**config.mk**
```make
export PLATFORM = sky130hd
export DESIGN_NAME = mem_copy_engine
export DESIGN_NICKNAME = d
export VERILOG_FILES = /design/src/rtl/mem_copy_engine.sv
export SDC_FILE = /design/constraint.sdc
export NUM_CORES = 1
export LEC_CHECK = 0
export ABC_AREA = 0
export CAP_MARGIN = 20
export CORE_UTILIZATION = 38
export DETAILED_ROUTE_END_ITERATION = 10
export GPL_TIMING_DRIVEN = 0
export HOLD_SLACK_MARGIN = 0.03
export PLACE_DENSITY = 0.75
export SETUP_SLACK_MARGIN = 0.3
export SYNTH_ARGS = -nofsm -noshare
export SYNTH_HDL_FRONTEND = slang
export SYNTH_SLANG_ARGS = --single-unit
export TNS_END_PERCENT = 5
```
**constraint.sdc**
```tcl
create_clock -name clk -period 2.3 [get_ports clk]
set_input_delay 0.345 -clock clk [delete_from_list [all_inputs] [get_ports clk]]
set_output_delay 0.345 -clock clk [all_outputs]
set_load 0.01 [all_outputs]
```
**src/rtl/mem_copy_engine.sv**
```systemverilog
// Block copy / fill sequencer that owns the data memory port while busy.
// A copy alternates READ (capture byte) and WRITE (store byte); a fill stays in WRITE.
// Outputs are decoded from registered state only; mem_rdata reaches nothing but hold_d.
module mem_copy_engine #(
    parameter int unsigned AW = 8,
    parameter int unsigned DW = 8
) (
    input  logic          clk,
    input  logic          reset,
    input  logic          start,
    input  logic          mode,
    input  logic          descending,
    input  logic [AW-1:0] src_addr,
    input  logic [AW-1:0] dst_addr,
    input  logic [7:0]    length,
    input  logic [DW-1:0] fill_val,
    input  logic [DW-1:0] mem_rdata,
    output logic [AW-1:0] mem_addr,
    output logic          mem_we,
    output logic [DW-1:0] mem_wdata,
    output logic          busy,
    output logic          done
);

    typedef enum logic [1:0] {StIdle, StRead, StWrite, StDone} state_e;

    state_e        state_q, state_d;
    logic [AW-1:0] src_ptr_q, src_ptr_d;
    logic [AW-1:0] dst_ptr_q, dst_ptr_d;
    logic [7:0]    remaining_q, remaining_d;
    logic          mode_q, mode_d;
    logic          dir_q, dir_d;
    logic [DW-1:0] fill_q, fill_d;
    logic [DW-1:0] hold_q, hold_d;

    // Pointer step; wraps modulo 2^AW in either direction.
    logic [AW-1:0] src_step, dst_step;
    assign src_step = dir_q ? src_ptr_q - AW'(1) : src_ptr_q + AW'(1);
    assign dst_step = dir_q ? dst_ptr_q - AW'(1) : dst_ptr_q + AW'(1);

    // State and operand registers.
    always_ff @(posedge clk or negedge reset) begin
        if (!reset) begin
            state_q     <= StIdle;
            src_ptr_q   <= '0;
            dst_ptr_q   <= '0;
            remaining_q <= '0;
            mode_q      <= 1'b0;
            dir_q       <= 1'b0;
            fill_q      <= '0;
            hold_q      <= '0;
        end else begin
            state_q     <= state_d;
            src_ptr_q   <= src_ptr_d;
            dst_ptr_q   <= dst_ptr_d;
            remaining_q <= remaining_d;
            mode_q      <= mode_d;
            dir_q       <= dir_d;
            fill_q      <= fill_d;
            hold_q      <= hold_d;
        end
    end

    // Next-state and operand update logic.
    always_comb begin
        state_d     = state_q;
        src_ptr_d   = src_ptr_q;
        dst_ptr_d   = dst_ptr_q;
        remaining_d = remaining_q;
        mode_d      = mode_q;
        dir_d       = dir_q;
        fill_d      = fill_q;
        hold_d      = hold_q;
        unique case (state_q)
            StIdle: begin
                if (start) begin
                    src_ptr_d   = src_addr;
                    dst_ptr_d   = dst_addr;
                    remaining_d = length;
                    mode_d      = mode;
                    dir_d       = descending;
                    fill_d      = fill_val;
                    if (length == 8'd0) begin
                        state_d = StDone;
                    end else if (mode) begin
                        state_d = StWrite;
                    end else begin
                        state_d = StRead;
                    end
                end
            end
            StRead: begin
                hold_d    = mem_rdata;
                src_ptr_d = src_step;
                state_d   = StWrite;
            end
            StWrite: begin
                dst_ptr_d   = dst_step;
                remaining_d = remaining_q - 8'd1;
                if (remaining_q == 8'd1) begin
                    state_d = StDone;
                end else if (mode_q) begin
                    state_d = StWrite;
                end else begin
                    state_d = StRead;
                end
            end
            StDone: begin
                state_d = StIdle;
            end
            default: begin
                state_d = StIdle;
            end
        endcase
    end

    // Memory port and status outputs, decoded from state only.
    always_comb begin
        mem_addr  = '0;
        mem_we    = 1'b0;
        mem_wdata = '0;
        busy      = 1'b0;
        done      = 1'b0;
        unique case (state_q)
            StIdle: begin
            end
            StRead: begin
                mem_addr = src_ptr_q;
                busy     = 1'b1;
            end
            StWrite: begin
                mem_addr  = dst_ptr_q;
                mem_we    = 1'b1;
                mem_wdata = mode_q ? fill_q : hold_q;
                busy      = 1'b1;
            end
            StDone: begin
                done = 1'b1;
            end
            default: begin
            end
        endcase
    end

endmodule
```
==> impl_metrics.env <==
export IMPL_status="finished clean"
export IMPL_synth_top_flop_cell="dfrtp_1"
export IMPL_yosys_top_cells_area="dfrtp_1, ha_1, mux2_2, mux2i_1, nor2b_1"
export IMPL_p_per_area_nw_per_um2=455.3
export IMPL_p_total_uw=1984
export IMPL_multiInputGateArea_um2=2016
export IMPL_rsz0062_at_grt="true"
export IMPL_grt_pass1_wl_um=14000
export IMPL_start_util=0.3943
export IMPL_core_area_um2=7727
export IMPL_grt_busiest_layer="met2"
export IMPL_synth_most_common_cell="dfrtp_1"
export IMPL_max_freq_ghz=0.4670
export IMPL_grt_antenna_before_repair=0
export IMPL_drv_cap=0
export IMPL_post_route_period_util=0.9309
export IMPL_drc_errors=0
export IMPL_ios=64
export IMPL_synth_distinct_cells=49
export IMPL_num_antenna_cells=0
export IMPL_hold_path_class="flop to flop"
export IMPL_wl_per_cell_um=16.41
export IMPL_wirelength_um=8632
export IMPL_use_met1=0.2579
export IMPL_path_clk_slew_ps=90
export IMPL_cts_tree="done"
export IMPL_synth_seq_cells=44
export IMPL_via_per_inst=5.443
export IMPL_async_flop_share=1.000
export IMPL_fp_row_count=32
export IMPL_synth_top_area_share=0.3614
export IMPL_grt_max_degree=25
export IMPL_first_global_vias=2970
export IMPL_relSlewSlack=0.5831
export IMPL_die_w_um=91.54
export IMPL_ir_drop_uv=303.5
export IMPL_leakage_uw=0.001838
export IMPL_worstSkewPairLatency_ps=310
export IMPL_reg2reg_depth=8
export IMPL_cp_data_required_time_ps=2550
export IMPL_syn_nets=395
export IMPL_final_nets=488
export IMPL_drive_gt1_frac=0.2429
export IMPL_pre_cts_ws_ps=-473.2
export IMPL_die_y_um=91.54
export IMPL_clockRootBuffer="clkbuf_8"
export IMPL_area_growth_pct=43.04
export IMPL_fin_skew_ps=4.909
export IMPL_synth_common_cells="dfrtp_1, nand2_1, a21oi_1"
export IMPL_nFillCells=673
export IMPL_period_minus_slack_ps=2141
export IMPL_cp_end_kind="flop"
export IMPL_drtAntennaViolNets=0
export IMPL_critPathMaxFanout=4
export IMPL_met2_usage=0.3690
export IMPL_timing_final_ws_setup_ps=158.8
export IMPL_drt_initial_drc_count=206
export IMPL_cts_buffers=5
export IMPL_netlist_area_um2=3047
export IMPL_worst_slew_pin_slew_ps=625.4
export IMPL_drt_pre_antenna_iters=4
export IMPL_cts_max_path_buffers=2
export IMPL_startpoint_type="flop"
export IMPL_syn_inst=330
export IMPL_path_class="flop to flop"
export IMPL_synth_warnings=0
export IMPL_place_hpwl_um=5790
export IMPL_rrSetupSlack_ps=160
export IMPL_grt_usage=0.2124
export IMPL_via_count=2863
export IMPL_use_met3=0.04104
export IMPL_synth_top_area_cell="dfrtp_1"
export IMPL_die_area_um2=8380
export IMPL_h_tree_depth=2
export IMPL_postSynthAreaPerCell_um2=9.232
export IMPL_synth_seq_area_share=0.3614
export IMPL_synth_edf_count=0
export IMPL_place_gp_congestion=0.8266
export IMPL_hold_depth=1
export IMPL_hold_viol=0
export IMPL_critPathArrivalTime_ps=2390
export IMPL_final_max_slew_violation_count=0
export IMPL_portBuffers=63
export IMPL_grt_overflow_total=0
export IMPL_setup_viol=0
export IMPL_numClockSinks=44
export IMPL_regArea_um2=1102
sequential cells by signal (all words and copies together), names as in the netlist:
| register | cells |
|---|---|
| src_ptr_q | 8 |
| dir_q | 1 |
| dst_ptr_q | 8 |
| mode_q | 1 |
| remaining_q | 8 |
| fill_q | 8 |
| hold_q | 8 |
| state_q | 2 |
metrics by stage:
stage | cell area, um^2 | hold WS (ps) | util | cells | TNS [ps]
after floorplan | 3049 | 49.41 | - | 330 | 0
after global placement | 3807 | 487.3 | 0.4927 | 495 | -19290
after detailed placement | 3822 | 350.7 | 0.4947 | 496 | -3817
after CTS | 4299 | 516.8 | 0.5563 | 523 | 0
after global routing | 4358 | 533.0 | 0.5640 | 526 | 0
final | 4358 | 510.9 | 0.5640 | 526 | 0
worst max-delay path: stages (launching register included):
cell	delay, ps
dfrtp_2	470
buf_12	160
ha_4	290
nand2_2	80
nor3_2	200
mux2i_1	240
a2111oi_2	70
or4_1	470
nand3_1	80
layout make-up:
class,count,area share
Inverter,13,0.01120
Multi-Input combinational cell,256,0.4625
Buffer,17,0.03244
Sequential cell,44,0.2529
Timing Repair Buffer,86,0.1852
Tap cell,102,0.02929
Clock inverter,3,0.01062
Clock buffer,5,0.01579
timing repair:
item	4_1_cts	5_1_grt
pin swaps	14	6
endpoints found under the setup margin	31	42
cloned	1	0
hold endpoints to repair	20	0
resized for setup	91	15
buffers inserted	17	3
hold buffers	1	0
per-layer routing:
metal,up-vias,share of wire
met3,19,0.045
li1,1379,-
met2,85,0.51
met5,-,0
met4,0,0.022
met1,1380,0.42
placed cells by master, fill, tap and decap left out, drive strengths merged, types with 2 or more instances in the layout:
cell and instances:
nand2b 4, a211oi 3, a21oi 28, a2111oi 2, o21a 2, nor2 9, o22a 6, a21o 3
fa 2, nand3 8, dfrtp 44, a22oi 7, mux2i 20, nor2b 23, a31oi 2, clkdlybuf4s15 2
nor3 12, o22ai 5, xnor2 5, clkbuf 14, clkdlybuf4s50 46, inv 14, nor4 5, ha 18
nand3b 2, dlygate4sd2 6, and3 2, buf 38, mux2 19, o211ai 2, nand2 29, xor2 3
o21ai 22
logic make-up after synthesis:
group,after synthesis,share of synthesized area
AOI/OAI and AO/OA,88,0.1823
xor gates and xnor gates,8,0.02300
adders and majority gates,20,0.08707
buffers and inverters,30,0.03819
DFF,44,0.3614
muxes,39,0.1359
and+or+nand+nor,101,0.1721
final timing paths:
kind                           start             end
max                            dir_q    src_ptr_q[7]
min                        fill_q[7]       fill_q[7]
max reg2reg                    dir_q    src_ptr_q[7]
min reg2reg                fill_q[7]       fill_q[7]
max in group asynchronous      reset           dir_q
min in group asynchronous      reset  remaining_q[0]
power breakdown:
group,switching [uW],leakage [uW],total [uW],internal [uW]
Sequential,79.3,0.000525,916,837
Clock,309,0.0000548,637,328
Combinational,196,0.00126,431,235
Total,584,0.00184,1980,1400
Power figures use the tool's default switching activity.
